<file path="config.mk">
export PLATFORM = sky130hd
export DESIGN_NAME = syr2k_operand_streamer
export DESIGN_NICKNAME = d
export VERILOG_FILES = /design/src/rtl/syr2k_operand_streamer.sv
export SDC_FILE = /design/constraint.sdc
export NUM_CORES = 1
export LEC_CHECK = 0
export CORE_UTILIZATION = 50
export CTS_BUF_LIST = sky130_fd_sc_hd__clkbuf_16
export DETAILED_ROUTE_END_ITERATION = 6
export PLACE_DENSITY = 0.82
export SLEW_MARGIN = 25
export SYNTH_ARGS = -nofsm -noshare
export SYNTH_HDL_FRONTEND = slang
export SYNTH_SLANG_ARGS = --single-unit
export TNS_END_PERCENT = 20
</file>
<file path="constraint.sdc">
create_clock -name clk -period 5.45 [get_ports clk]
set_input_delay 1.09 -clock clk [delete_from_list [all_inputs] [get_ports clk]]
set_output_delay 1.09 -clock clk [all_outputs]
set_load 0.005 [all_outputs]
</file>
<file path="src/rtl/syr2k_operand_streamer.sv">
// Operand streamer for the SYR2K core: sweeps (row, col) over the N x N matrices,
// reads A/B/C (row-major and transposed) from 1-cycle RAMs and streams tuples out.
module syr2k_operand_streamer #(
  parameter int N  = 100,
  parameter int DW = 32,
  parameter int AW = 14,
  parameter int IW = 7
) (
  input  logic          clk,
  input  logic          rst,
  input  logic          start,
  input  logic          lower,
  output logic          busy,
  output logic          done,
  output logic [AW-1:0] a_addr0,
  output logic [AW-1:0] a_addr1,
  input  logic [DW-1:0] a_rdata0,
  input  logic [DW-1:0] a_rdata1,
  output logic [AW-1:0] b_addr0,
  output logic [AW-1:0] b_addr1,
  input  logic [DW-1:0] b_rdata0,
  input  logic [DW-1:0] b_rdata1,
  output logic [AW-1:0] c_addr,
  input  logic [DW-1:0] c_rdata,
  output logic [DW-1:0] X,
  output logic [DW-1:0] Y,
  output logic [DW-1:0] XT,
  output logic [DW-1:0] YT,
  output logic [DW-1:0] Z,
  output logic [IW-1:0] out_row,
  output logic [IW-1:0] out_col,
  output logic          out_last,
  output logic          out_end,
  output logic          out_valid,
  input  logic          out_ready
);

  localparam logic [AW-1:0] N_A   = AW'(N);
  localparam logic [IW-1:0] NM1_I = IW'(N - 1);

  typedef enum logic [1:0] {IDLE, RUN, DRAIN} state_t;

  typedef struct packed {
    logic [DW-1:0] x;
    logic [DW-1:0] y;
    logic [DW-1:0] xt;
    logic [DW-1:0] yt;
    logic [DW-1:0] z;
    logic [IW-1:0] row;
    logic [IW-1:0] col;
    logic          last;
    logic          endf;
  } tuple_t;

  state_t        state_q, state_d;
  logic          lower_q, lower_d;
  logic [IW-1:0] row_q, row_d, col_q, col_d;
  logic [AW-1:0] rc_q, rc_d, cr_q, cr_d, base_q, base_d;
  logic          done_q, done_d;

  logic          infl_q;
  logic [IW-1:0] infl_row_q, infl_col_q;
  logic          infl_last_q, infl_end_q;

  tuple_t        fifo_q [2];
  tuple_t        head;
  logic [1:0]    cnt_q;
  logic          wr_q, rd_q;

  logic          pop, issue, last_col, end_tuple;
  logic [2:0]    occ;

  assign head      = fifo_q[rd_q];
  assign out_valid = (cnt_q != 2'd0);
  assign pop       = out_valid & out_ready;

  // Occupancy the FIFO will see once everything already issued has landed.
  assign occ       = 3'(cnt_q) + 3'(infl_q) - 3'(pop);
  assign issue     = (state_q == RUN) && (occ < 3'd2);
  assign last_col  = lower_q ? (col_q == row_q) : (col_q == NM1_I);
  assign end_tuple = last_col && (row_q == NM1_I);

  always_comb begin
    state_d = state_q;
    lower_d = lower_q;
    row_d   = row_q;
    col_d   = col_q;
    rc_d    = rc_q;
    cr_d    = cr_q;
    base_d  = base_q;
    done_d  = 1'b0;
    case (state_q)
      IDLE: begin
        if (start) begin
          state_d = RUN;
          lower_d = lower;
          row_d   = '0;
          col_d   = '0;
          rc_d    = '0;
          cr_d    = '0;
          base_d  = '0;
        end
      end
      RUN: begin
        if (issue) begin
          if (end_tuple) state_d = DRAIN;
          if (last_col) begin
            // base_q tracks row*N so the row step needs only an adder.
            row_d  = row_q + 1'b1;
            col_d  = '0;
            base_d = base_q + N_A;
            rc_d   = base_q + N_A;
            cr_d   = AW'(row_q) + AW'(1);
          end else begin
            col_d  = col_q + 1'b1;
            rc_d   = rc_q + 1'b1;
            cr_d   = cr_q + N_A;
          end
        end
      end
      DRAIN: begin
        if (pop && head.endf) begin
          state_d = IDLE;
          done_d  = 1'b1;
        end
      end
      default: state_d = IDLE;
    endcase
  end

  always_ff @(posedge clk) begin
    if (rst) begin
      state_q <= IDLE;
      lower_q <= 1'b0;
      row_q   <= '0;
      col_q   <= '0;
      rc_q    <= '0;
      cr_q    <= '0;
      base_q  <= '0;
      done_q  <= 1'b0;
      infl_q  <= 1'b0;
      cnt_q   <= 2'd0;
      wr_q    <= 1'b0;
      rd_q    <= 1'b0;
    end else begin
      state_q <= state_d;
      lower_q <= lower_d;
      row_q   <= row_d;
      col_q   <= col_d;
      rc_q    <= rc_d;
      cr_q    <= cr_d;
      base_q  <= base_d;
      done_q  <= done_d;
      infl_q  <= issue;
      cnt_q   <= cnt_q + {1'b0, infl_q} - {1'b0, pop};
      wr_q    <= wr_q ^ infl_q;
      rd_q    <= rd_q ^ pop;
    end
  end

  // Issue stage -> in-flight metadata; RAM return -> FIFO entry.
  always_ff @(posedge clk) begin
    if (issue) begin
      infl_row_q  <= row_q;
      infl_col_q  <= col_q;
      infl_last_q <= last_col;
      infl_end_q  <= end_tuple;
    end
    if (infl_q) begin
      fifo_q[wr_q] <= '{x: a_rdata0, y: b_rdata0, xt: a_rdata1, yt: b_rdata1, z: c_rdata,
                        row: infl_row_q, col: infl_col_q, last: infl_last_q, endf: infl_end_q};
    end
  end

  assign a_addr0  = rc_q;
  assign b_addr0  = rc_q;
  assign c_addr   = rc_q;
  assign a_addr1  = cr_q;
  assign b_addr1  = cr_q;

  assign busy     = (state_q != IDLE);
  assign done     = done_q;
  assign X        = out_valid ? head.x    : '0;
  assign Y        = out_valid ? head.y    : '0;
  assign XT       = out_valid ? head.xt   : '0;
  assign YT       = out_valid ? head.yt   : '0;
  assign Z        = out_valid ? head.z    : '0;
  assign out_row  = out_valid ? head.row  : '0;
  assign out_col  = out_valid ? head.col  : '0;
  assign out_last = out_valid & head.last;
  assign out_end  = out_valid & head.endf;

endmodule

</file>
After elaboration in Yosys (flattened, before gate mapping)
Memory sizes are Yosys's and may differ from the RTL's. A register that Yosys moved wholly into a read port is not among the register bits.
Cells that the tools add are included.
{"block": "op_classes", "addsub": 10, "magnitude_cmp": 1, "n_eq_ne": 10, "muxes": 34, "bitwise_logic": 6, "n_reduce_logical": 12}
{"cell": "2-to-1 mux 32 bit", "count": 5}
{"cell": "2-to-1 mux 14 bit", "count": 7}
{"cell": "case mux 14 bit (2 select lines)", "count": 3}
{"cell": "2-to-1 mux 7 bit", "count": 7}
{"cell": "adder 14 x 7 -> 14 bit (second input constant)", "count": 2}
{"cell": "case mux 7 bit (2 select lines)", "count": 2}
{"cell": "adder 14 x 1 -> 14 bit (second input constant)", "count": 1}
{"cell": "adder 7 x 1 -> 7 bit (second input constant)", "count": 2}
{"cell": "== test 7 bit (second input constant)", "count": 2}
{"cell": "!= test 2 bit (second input constant)", "count": 5}
{"cell": "adder 7 x 1 -> 8 bit (second input constant)", "count": 1}
{"cell": "2-to-1 mux 2 bit", "count": 4}
{"cell": "AND reduction 4 bit", "count": 2}
{"cell": "== test 7 bit", "count": 1}
{"cell": "case mux 2 bit (3 select lines)", "count": 1}
{"cell": "nonzero test 2 bit", "count": 3}
{"cell": "2-to-1 mux 1 bit", "count": 5}
{"cell": "adder 2 x 1 -> 3 bit", "count": 1}
{"cell": "bitwise AND 1 bit", "count": 3}
{"cell": "logical AND 1 bit", "count": 3}
{"cell": "less-than comparator 3 x 2 -> 1 bit (second input constant)", "count": 1}
{"cell": "AND reduction 3 bit", "count": 1}
{"cell": "subtractor 3 x 1 -> 3 bit", "count": 1}
{"cell": "adder 2 x 1 -> 2 bit", "count": 1}
{"cell": "other kinds (8)", "count": 9}
{"block": "word_totals", "ff_bits": 81, "ram_bits": 352, "in_bits": 165, "output_inout_bits": 249, "wordCells": 90, "n_memories": 1}
{"memory": "fifo_q", "depth": 2, "width": 176, "rd": 1, "rd_clocked_by_memory_dff": 1, "wr": 1, "line_no": "65", "source": "tuple_t fifo_q [2];"}

Logic depth before layout (Yosys ltp)
Gate-level depths: netlist of run 1.
{"block": "logic_depth", "ltp_word": 7, "ltp_mapped": 13}

Worst setup path before layout of run 1
OpenSTA, ideal clock, no wires.
{"block": "synth_path", "kind": "flip-flop to flip-flop", "from": "register infl_q", "to": "memory fifo_q[0][0] (netlist bit) (enable)", "setup_time_ns": 0.558, "arrival_time_ns": 4.450, "t_required_ns": 4.892, "setup_slack_ns": 0.442, "stages_incl_launch_ff": 2, "path_buffers": 0, "path_cell_list": "dfxtp_1 ha_1"}
{"block": "synth_via", "elab_chain_len": 2}
{"element": "start, declared", "line_no": "61", "source": "logic infl_q;"}
{"element": "start signal, assigned", "line_no": "154", "source": "infl_q <= issue;"}
{"element": "2-to-1 mux 1 bit", "line_no": "169", "source": "if (infl_q) begin"}
{"element": "2-to-1 mux 1 bit (implied by the code)", "line_no": "170", "source": "fifo_q[wr_q] <= '{x: a_rdata0, y: b_rdata0, xt: a_rdata1, yt: b_rdata1, z: c_rdata,"}
{"element": "end, declared", "line_no": "65"}
Every way passes these cells.

Worst setup path after layout of run 1
{"block": "layout_path", "from": "input out_ready", "to": "register rc_q[6], in the netlist a_addr0[6]"}
{"block": "layout_via", "elab_chain_len": 6}
{"element": "start, declared", "line_no": "35", "source": "input logic out_ready"}
{"element": "bitwise AND 1 bit", "line_no": "75", "source": "assign pop = out_valid & out_ready;"}
{"element": "subtractor 3 x 1 -> 3 bit", "line_no": "78", "source": "assign occ = 3'(cnt_q) + 3'(infl_q) - 3'(pop);"}
{"element": "net occ[1]", "line_no": "71", "source": "logic [2:0] occ;"}
{"element": "less-than comparator 3 x 2 -> 1 bit", "line_no": "79", "source": "assign issue = (state_q == RUN) && (occ < 3'd2);"}
{"element": "logical AND 1 bit", "line_no": "79"}
{"element": "!= test 2 bit (no line)"}
{"element": "AND reduction 3 bit (no line)"}
{"element": "end signal, assigned", "line_no": "150", "source": "rc_q <= rc_d;"}
{"element": "end, declared", "line_no": "58", "source": "logic [AW-1:0] rc_q, rc_d, cr_q, cr_d, base_q, base_d;"}
The timed path passes the listed nets, and every way through them passes these cells.
A chain may end at the register's enable or synchronous reset.

==> results of run 1 <==
[cells in the final DEF, fill, tap and decap left out, types with 3 or more instances in the layout]
cell                              count
sky130_fd_sc_hd__diode_2              6
sky130_fd_sc_hd__or4_1                6
sky130_fd_sc_hd__buf_12               5
sky130_fd_sc_hd__and3_1              11
sky130_fd_sc_hd__nand3_1             27
sky130_fd_sc_hd__nand2_1             37
sky130_fd_sc_hd__a22oi_1             18
sky130_fd_sc_hd__mux2i_1            178
sky130_fd_sc_hd__o21ai_0              6
sky130_fd_sc_hd__dfxtp_1             62
sky130_fd_sc_hd__xor2_1              19
sky130_fd_sc_hd__clkdlybuf4s50_1    413
sky130_fd_sc_hd__clkbuf_16           43
sky130_fd_sc_hd__or3_1                3
sky130_fd_sc_hd__nor2_1             207
sky130_fd_sc_hd__or2_2                4
sky130_fd_sc_hd__a21oi_1             26
sky130_fd_sc_hd__nand2b_1             9
sky130_fd_sc_hd__xnor2_1              9
sky130_fd_sc_hd__nor3_1               8
sky130_fd_sc_hd__nand4_1             13
sky130_fd_sc_hd__a22o_1               4
sky130_fd_sc_hd__nor4_1               3
sky130_fd_sc_hd__nor3b_1              5
sky130_fd_sc_hd__clkinv_1            10
sky130_fd_sc_hd__clkinv_2             3
sky130_fd_sc_hd__inv_1               26
sky130_fd_sc_hd__edfxtp_1           368
sky130_fd_sc_hd__nor2b_1              9
sky130_fd_sc_hd__a21o_1               4
sky130_fd_sc_hd__buf_4                9
sky130_fd_sc_hd__ha_1                 7
sky130_fd_sc_hd__a31oi_1             15
[state kept, by name, indices dropped and copies added, names as in the netlist]
name and flops:
a_addr1 14, cnt_q 2, infl_col_q 7, done 1, row_q 7, infl_last_q 1, fifo_q 352, wr_q 1
infl_end_q 1, infl_q 1, rd_q 1, state_q 2, base_q 12, col_q 7, lower_q 1, a_addr0 14
infl_row_q 7
[worst max-delay path: cells and delay by family]
family	cells	cell delay [ns]
adders and majority gates	3	0.91
and+or+nand+nor	4	1.38
AOI/OAI and AO/OA	2	0.42
buffers and inverters	3	0.72
[power breakdown]
part / internal [mW] / switching [mW] / leakage, nW
Sequential: 3.99 / 0.160 / 3.86
Combinational: 1.48 / 1.46 / 3.01
Clock: 1.47 / 1.16 / 0.653
[cells by family after synthesis]
logic type	synth area share [%]
muxes	10.3
and+or+nand+nor	9.04
AOI/OAI and AO/OA	3.64
xor gates and xnor gates	1.42
DFF	71.3
adders and majority gates	0.768
buffers and inverters	3.49
[synth_stat cells, types with 16 or more instances]
library cell               count  area [um2]
sky130_fd_sc_hd__dfxtp_1      63        1260
sky130_fd_sc_hd__buf_1        16        60.1
sky130_fd_sc_hd__a22oi_1      18         135
sky130_fd_sc_hd__buf_4        42         315
sky130_fd_sc_hd__clkbuf_1     39         146
sky130_fd_sc_hd__xor2_1       19         166
sky130_fd_sc_hd__a21oi_1      27         135
sky130_fd_sc_hd__edfxtp_1    368       11100
sky130_fd_sc_hd__nor2_1      208         781
sky130_fd_sc_hd__nand3_1      27         135
sky130_fd_sc_hd__mux2i_1     178        1780
sky130_fd_sc_hd__nand2_1      37         139
[cell type report]
type                            count  area (um2)
Multi-Input combinational cell    659        4380
Antenna cell                        6        15.0
Timing Repair Buffer              427        4300
Clock inverter                     30         156
Clock buffer                       43        1080
Sequential cell                   431       12300
Inverter                           13        48.8
Tap cell                          448         561
Fill cell                        2313       10900
[metal layers]
metal	routed length, um	up-vias	share of wire [%]
met5	12	-	0.029
met4	1380	2	3.3
met3	3140	88	7.5
met2	21900	495	52
met1	15500	5420	37
li1	-	5134	-
[how the worst max path moves through the flow]
stage / to
6_report: a_addr0[6]
5_1_grt: a_addr0[6]
4_1_cts: YT[7]
3_5_place_dp: a_addr1[7]
3_3_place_gp: a_addr1[7]
2_1_floorplan: fifo_q[0][0]
[through the flow]
step	utilization, %	instances
after floorplan	-	1205
after CTS	67.6	2051
final	67.7	2057
after global routing	67.7	2057
after detailed placement	64.0	1978
after global placement	64.0	1978
==> results.cfg, run 1 <==
[clock_network]
clkTransAtPathRegs_ns = 0.06
cts_post_setup_buffers_inserted = 0
clock_sinks = 431
cts_repair_resize_count = 0
hold_buffers = 0
cts_tree = done
cts-buffers-inserted = 43
clk_root_buffer_cell = sky130_fd_sc_hd__clkbuf_16
clk_buf_depth = 3
clock_tree.htree_level_count = 2
clock_latency_at_the_later_pin_of_the_worst_skew_pair_ns = 0.53

[placement]
hpwlAfterDp_um = 27400
post_place_setup_slack_ns = 0.872
port-buffer-count = 413
post_dp_cell_area_mm2 = 0.0216
globalplace.congestion = 0.856

[setup_path]
timing.rr.end = a_addr1[7]
setup_crit_start_kind = primary input
reg2reg_depth = 15
cp_data_arrival_time_ns = 4.53
r2r_start = cnt_q[1]
path_class = in -> reg
crit_path_cell_trace = clkdlybuf4s50_1, nor2b_1, ha_1, inv_1, ha_1, fa_1, nor3b_1, nand2_1, buf_4, nor4_1, o21ai_1, a31oi_1
crit_path_max_incr_delay_ns = 0.70
critical_path.startpoint = out_ready
timing.critical_path.mode_cell = sky130_fd_sc_hd__ha_1
crit_path_max_fanout = 19
critical_path.slowest_cell = sky130_fd_sc_hd__nor4_1
reg2reg_setup_slack_ns = 1.52
timing.critical_path.to_type = register
cp_data_required_time_ns = 5.88

[yosys]
seq_total_area_yosys_pct = 71.3
ys.flop_type = sky130_fd_sc_hd__edfxtp_1
mapped_cell_area_mm2 = 0.0173
synth_edf_count = 368
post_synth.cell_area_avg_um2 = 14.3
postSynthCellCount = 1205
yosys.cell_types.count = 52
yosysWarnings = 0
ys_seq_elements = 431
synth_fp_nets = 1380
postSynth.asyncResetShare_pct = 0

[outcome]
run_status = finished clean

[sta]
timing.clock.skew_ns = 0.0141
rsz0062_at_grt = no
final.setup.worst_slack_ns = 1.35
max_clock_freq_mhz = 244
slew_headroom_pct = 37.7
slew_violations = 0
post-route-period-util_pct = 75.2
worst_hold_slack_ns = 0.446
post_route_setup_tns_ns = 0
timing.final.setup_violations = 0
hold_violations = 0
fin_crit_ns = 4.10
tightestPinTransition_ns = 0.934

[routing]
detail-route-antenna-nets = 0
dr_vias = 11100
detailedRoute.firstPassIterationCount = 5
via_density_per_instance = 5.42
route.detailed.drc = 0
drt_initial_violations = 899
wl_um = 41900
routedWlPerCell_um = 20.4

[min_path]
min_delay_worst_endpoint = fifo_q[1][7]
hold_crit_depth = 0
worstHoldPathType = reg -> reg
min_from = infl_col_q[5]

[die]
die_y_um = 188
dieWidth_um = 188
placement_rows = 67
initial_utilization_pct = 51.1
placeableCoreArea_mm2 = 0.0338
design.die.area_mm2 = 0.0353
io_pins = 414

[layout]
post_route_cell_area_mm2 = 0.0229
layout-drive-gt1-share_pct = 4.74
area_delta_synth_final_pct = 32.4
fin_nets = 1750

[job]
cap_viol_max_count = 0

[grt]
via_count_of_the_first_global_routing_pass = 11100
antenna_found_initial = 7
track_usage_pct = 23.2
grt_most_used_layer = met2
groute.layer.met1.usage_pct = 27.4
gr-total-overflow = 0
first_pass_grt_wire_length_um = 63100
grt.met3_usage_pct = 4.94
met2_usage_pct = 41.5
grt_start_max_net_pins = 142

[power_and_ir_drop]
power.density_mw_per_mm2 = 425
fin_total_pwr_mw = 9.72
irDropWorstVdd_mv = 0.311
cellLeakagePower_nw = 7.52
(Power assumes the default switching activity.)
==> run 2, diff against run 1 <==
--- a/config.mk
+++ b/config.mk
@@ -5,10 +5,10 @@
 export SDC_FILE = /design/constraint.sdc
 export NUM_CORES = 1
 export LEC_CHECK = 0
-export CORE_UTILIZATION = 50
+export CORE_UTILIZATION = 45
 export CTS_BUF_LIST = sky130_fd_sc_hd__clkbuf_16
 export DETAILED_ROUTE_END_ITERATION = 6
-export PLACE_DENSITY = 0.82
+export PLACE_DENSITY = 0.78
 export SLEW_MARGIN = 25
 export SYNTH_ARGS = -nofsm -noshare
 export SYNTH_HDL_FRONTEND = slang
==> constraint.sdc (replaced) <==
create_clock -name clk -period 3.29 [get_ports clk]
set_input_delay 0.658 -clock clk [delete_from_list [all_inputs] [get_ports clk]]
set_output_delay 0.658 -clock clk [all_outputs]
set_load 0.005 [all_outputs]
==> run 2 against run 1 <==
Clock skew increased by 0.0047 ns; register-to-register slack got worse by 1.3 ns; core utilization decreased by 5.8 points; die area increased by 11%; clock-buffer cell count increased by 3; critical endpoint is now row_q[1].
==> results.cfg, run 2 (synthesis gave the netlist of run 1 again) <==
[clock_network]
clk_root_buffer_cell = sky130_fd_sc_hd__clkbuf_16
clock_tree.htree_level_count = 2
clkTransAtPathRegs_ns = 0.06
clk_buf_depth = 3
clock_latency_at_the_later_pin_of_the_worst_skew_pair_ns = 0.54
cts_post_setup_buffers_inserted = 0
clock_sinks = 431
cts_tree = done
cts-buffers-inserted = 45

[die]
dieWidth_um = 198
initial_utilization_pct = 45.8
die_y_um = 198
design.die.area_mm2 = 0.0391
placement_rows = 71
io_pins = 414
placeableCoreArea_mm2 = 0.0377

[routing]
wl_um = 40900
via_density_per_instance = 5.15
routedWlPerCell_um = 19.0
route.detailed.drc = 0
detail-route-antenna-nets = 0
dr_vias = 11100
detailedRoute.firstPassIterationCount = 5
drt_initial_violations = 648

[placement]
hpwlAfterDp_um = 27300
globalplace.congestion = 0.872
port-buffer-count = 413

[grt]
via_count_of_the_first_global_routing_pass = 11000
antenna_found_initial = 5
track_usage_pct = 20.1
grt_start_max_net_pins = 178
gr-total-overflow = 0
first_pass_grt_wire_length_um = 60800

[setup_path]
timing.critical_path.to_type = register
cp_data_required_time_ns = 3.72
cp_data_arrival_time_ns = 3.61
path_class = in -> reg
crit_path_max_fanout = 10
setup_crit_start_kind = primary input

[sta]
fin_crit_ns = 3.18
rsz0062_at_grt = no
slew_headroom_pct = 43.7
post-route-period-util_pct = 96.6
tightestPinTransition_ns = 0.842
timing.clock.skew_ns = 0.0188
slew_violations = 0
timing.final.setup_violations = 0
max_clock_freq_mhz = 315
post_route_setup_tns_ns = 0
hold_violations = 0

[job]
cap_viol_max_count = 0

[layout]
layout-drive-gt1-share_pct = 6.74
regMostFlops = fifo_q
largest_register_ff_count = 352
fin_nets = 1777
most_common_cell_after_layout_fill_and_taps_aside = sky130_fd_sc_hd__clkdlybuf4s50_1
mostFrequentLayoutCells = 412 x sky130_fd_sc_hd__clkdlybuf4s50_1, 368 x sky130_fd_sc_hd__edfxtp_1, 207 x sky130_fd_sc_hd__nor2_1, 178 x sky130_fd_sc_hd__mux2i_1, 62 x sky130_fd_sc_hd__dfxtp_1
fillerInstances = 2819
area_delta_synth_final_pct = 35.0

[min_path]
worstHoldPathType = reg -> reg

[power_and_ir_drop]
fin_total_pwr_mw = 16.5
cellLeakagePower_nw = 7.72
irDropWorstVdd_mv = 1.38
power.density_mw_per_mm2 = 708

[outcome]
run_status = finished clean
run 2: cell count changes in the layout (fill, tap and decap cells not counted), moves of 2 or more:
cell | previous run | this run
sky130_fd_sc_hd__buf_4 | 9 | 30
sky130_fd_sc_hd__clkinv_2 | 3 | 5
sky130_fd_sc_hd__clkinv_1 | 10 | 12
sky130_fd_sc_hd__clkbuf_16 | 43 | 46
sky130_fd_sc_hd__inv_1 | 26 | 20
sky130_fd_sc_hd__buf_12 | 5 | 8
run 2: power by group:
| group | internal (mW) | switching [mW] |
|---|---|---|
| logic | 2.56 | 2.46 |
| clock network | 2.68 | 1.96 |
| registers | 6.60 | 0.235 |
| total | 11.8 | 4.65 |
run 2: layer usage:
layer	share of wire (%)	GRT usage, %	vias to the layer above
met3	9.0	6.22	49
li1	-	-	5195
met5	0.032	0	-
met4	1.9	5.51	2
met2	50	35.0	424
met1	39	24.0	5389
run 2: what timing repair did:
| item | 4_1_cts | 5_1_grt |
|---|---|---|
| setup endpoints to repair | 0 | 2 |
| hold buffers | 0 | 0 |
| resized for setup | 0 | 3 |
run 2: layout make-up:
cell class,count,area (um2),share of cell area [%]
diodes,5,12.5,0.0537
clock buffers,46,1150,4.94
clock inverters,31,201,0.864
inverters,13,48.8,0.209
multi-input cells,659,4390,18.8
flip-flops and latches,431,12300,52.8
well taps,511,639,2.74
repair buffers,452,4550,19.5
run 2: per-stage QoR:
step	instances	hold slack (ns)	utilization [%]	cell area, um2	worst slack [ns]
final	2148	0.445	61.9	23300	0.111
after global routing	2144	0.450	61.9	23300	0.00988
after CTS	2143	0.442	61.8	23300	0.0588
after detailed placement	2066	0.433	58.2	21900	-0.398
after global placement	2066	0.423	58.2	21900	-0.334
after floorplan	1205	0.403	-	17300	-1.72
run 2: worst max-delay path, stage by stage:
cell	delay, ns
sky130_fd_sc_hd__clkdlybuf4s50_1	0.44
sky130_fd_sc_hd__nor2b_1	0.18
sky130_fd_sc_hd__ha_1	0.26
sky130_fd_sc_hd__inv_1	0.06
sky130_fd_sc_hd__ha_1	0.15
sky130_fd_sc_hd__fa_1	0.45
sky130_fd_sc_hd__nor3b_1	0.35
sky130_fd_sc_hd__a21oi_2	0.14
sky130_fd_sc_hd__o41a_1	0.37
sky130_fd_sc_hd__and2_1	0.29
sky130_fd_sc_hd__a22o_1	0.27
run 2: final timing paths:
check / from / slack, ns / depth (start not counted) / endpoint
max reg2reg: cnt_q[1] / 0.18 / 11 / row_q[1]
max: out_ready / 0.11 / 11 / row_q[1]
min reg2reg: infl_row_q[5] / 0.45 / 0 / fifo_q[0][14]
min: infl_row_q[5] / 0.45 / 0 / fifo_q[0][14]
==> run 3, diff against run 2 <==
--- a/config.mk
+++ b/config.mk
@@ -5,10 +5,12 @@
 export SDC_FILE = /design/constraint.sdc
 export NUM_CORES = 1
 export LEC_CHECK = 0
-export CORE_UTILIZATION = 45
+export CELL_PAD_IN_SITES_DETAIL_PLACEMENT = 1
+export CELL_PAD_IN_SITES_GLOBAL_PLACEMENT = 2
+export CORE_UTILIZATION = 30
 export CTS_BUF_LIST = sky130_fd_sc_hd__clkbuf_16
 export DETAILED_ROUTE_END_ITERATION = 6
-export PLACE_DENSITY = 0.78
+export PLACE_DENSITY = 0.77
 export SLEW_MARGIN = 25
 export SYNTH_ARGS = -nofsm -noshare
 export SYNTH_HDL_FRONTEND = slang
==> run 3 against run 2 <==
Largest cell class unchanged; clock power rose by 9.7%; fmax up 2.9%; clock-buffer cell count increased by 1; final cell count rose by 12%; global-route usage decreased by 3.9 points; clock skew grew 0.0030 ns; die area grew 49%; first-iteration DRC count fell by 25%; highest routed layer unchanged.
==> results.cfg, run 3 (synthesis gave the netlist of run 1 again) <==
[layout]
layout-drive-gt1-share_pct = 7.26
most_common_cell_after_layout_fill_and_taps_aside = sky130_fd_sc_hd__clkdlybuf4s50_1
area_delta_synth_final_pct = 37.9
fin_nets = 1780
mostFrequentLayoutCells = 413 x sky130_fd_sc_hd__clkdlybuf4s50_1, 368 x sky130_fd_sc_hd__edfxtp_1, 207 x sky130_fd_sc_hd__nor2_1, 178 x sky130_fd_sc_hd__mux2i_1, 62 x sky130_fd_sc_hd__dfxtp_1
fillerInstances = 5787
regMostFlops = fifo_q
largest_register_ff_count = 352

[grt]
via_count_of_the_first_global_routing_pass = 11900
first_pass_grt_wire_length_um = 73000
gr-total-overflow = 0
antenna_found_initial = 8
grt_start_max_net_pins = 90
track_usage_pct = 16.2

[routing]
routedWlPerCell_um = 20.2
detail-route-antenna-nets = 0
dr_vias = 11200
wl_um = 48400
detailedRoute.firstPassIterationCount = 5
route.detailed.drc = 0
via_density_per_instance = 4.67
drt_initial_violations = 489

[placement]
port-buffer-count = 413
globalplace.congestion = 0.823
post_place_setup_slack_ns = -0.330
hpwlAfterDp_um = 32500

[clock_network]
cts_tree = done
clk_buf_depth = 3
clock_sinks = 431
clk_root_buffer_cell = sky130_fd_sc_hd__clkbuf_16
clock_latency_at_the_later_pin_of_the_worst_skew_pair_ns = 0.58
clock_tree.htree_level_count = 2
cts_post_setup_buffers_inserted = 0
cts-buffers-inserted = 47
clkTransAtPathRegs_ns = 0.06

[setup_path]
setup_crit_start_kind = register
cp_data_arrival_time_ns = 2.43
path_class = reg -> out
crit_path_max_fanout = 22
timing.critical_path.to_type = output port
cp_data_required_time_ns = 2.63

[sta]
worst_hold_slack_ns = 0.448
fin_crit_ns = 3.09
slew_violations = 0
timing.final.setup_violations = 0
tightestPinTransition_ns = 0.683
rsz0062_at_grt = no
timing.clock.skew_ns = 0.0218
final.setup.worst_slack_ns = 0.201
max_clock_freq_mhz = 324
post_route_setup_tns_ns = 0
hold_violations = 0
post-route-period-util_pct = 93.9
slew_headroom_pct = 54.5

[outcome]
run_status = finished clean

[power_and_ir_drop]
cellLeakagePower_nw = 7.81
irDropWorstVdd_mv = 0.615
power.density_mw_per_mm2 = 723
fin_total_pwr_mw = 17.2

[min_path]
worstHoldPathType = reg -> reg

[die]
initial_utilization_pct = 30.5
die_y_um = 242
placement_rows = 87
placeableCoreArea_mm2 = 0.0566
dieWidth_um = 242
io_pins = 414
design.die.area_mm2 = 0.0585

[job]
cap_viol_max_count = 0
==> run 3: final timing paths <==
| kind | startpoint | end | slack (ns) | cells past startpoint |
|---|---|---|---|---|
| hold reg to reg | infl_row_q[3] | fifo_q[0][12] | 0.45 | 0 |
| hold / removal | infl_row_q[3] | fifo_q[0][12] | 0.45 | 0 |
| setup reg to reg | cnt_q[1] | base_q[3] | 0.23 | 11 |
| setup / recovery | rd_q | YT[21] | 0.20 | 4 |
==> run 3: per-stage QoR <==
step,util (%),std cells,cell area [um2]
CTS,42.0,2396,23800
floorplan,-,1205,17300
detailed placement,39.3,2311,22300
global route,42.1,2398,23800
finish,42.1,2398,23800
global placement,39.3,2311,22300
==> run 3: what timing repair did <==
item	4_1_cts	5_1_grt
gates cloned	1	0
pin swaps	0	1
endpoints found under the setup margin	6	35
gates resized for setup	1	1
hold buffers	0	0
==> run 3: report_power, final <==
part           switching, mW  leakage, nW  internal (mW)
combinational           2.65         3.19           2.64
sequential             0.235         3.86           6.60
clock                   2.16        0.760           2.92
==> run 3: final cells by class <==
cell class	count	area (um2)	area share, %
multi-input combinational	659	4390	18.4
antenna	2	5.00	0.0210
clock buffer	47	1180	4.94
inverter	13	48.8	0.205
timing repair buffer	453	4620	19.4
tap	756	946	3.97
clock inverter	37	313	1.31
sequential	431	12300	51.7
==> run 3: per-layer routing <==
| layer | wire, um | part of all wire, % | GRT usage, % |
|---|---|---|---|
| met2 | 23700 | 49 | 27.8 |
| met4 | 1260 | 2.6 | 4.99 |
| met5 | 74 | 0.15 | 0 |
| met1 | 20200 | 42 | 19.8 |
| met3 | 3200 | 6.6 | 4.20 |
==> run 3: critical path, cell delays in order (launching register included) <==
cell and delay (ns):
sky130_fd_sc_hd__dfxtp_4 0.51, sky130_fd_sc_hd__buf_4 0.43, sky130_fd_sc_hd__mux2i_1 0.13, sky130_fd_sc_hd__nor2_1 0.17, sky130_fd_sc_hd__clkdlybuf4s50_1 0.61
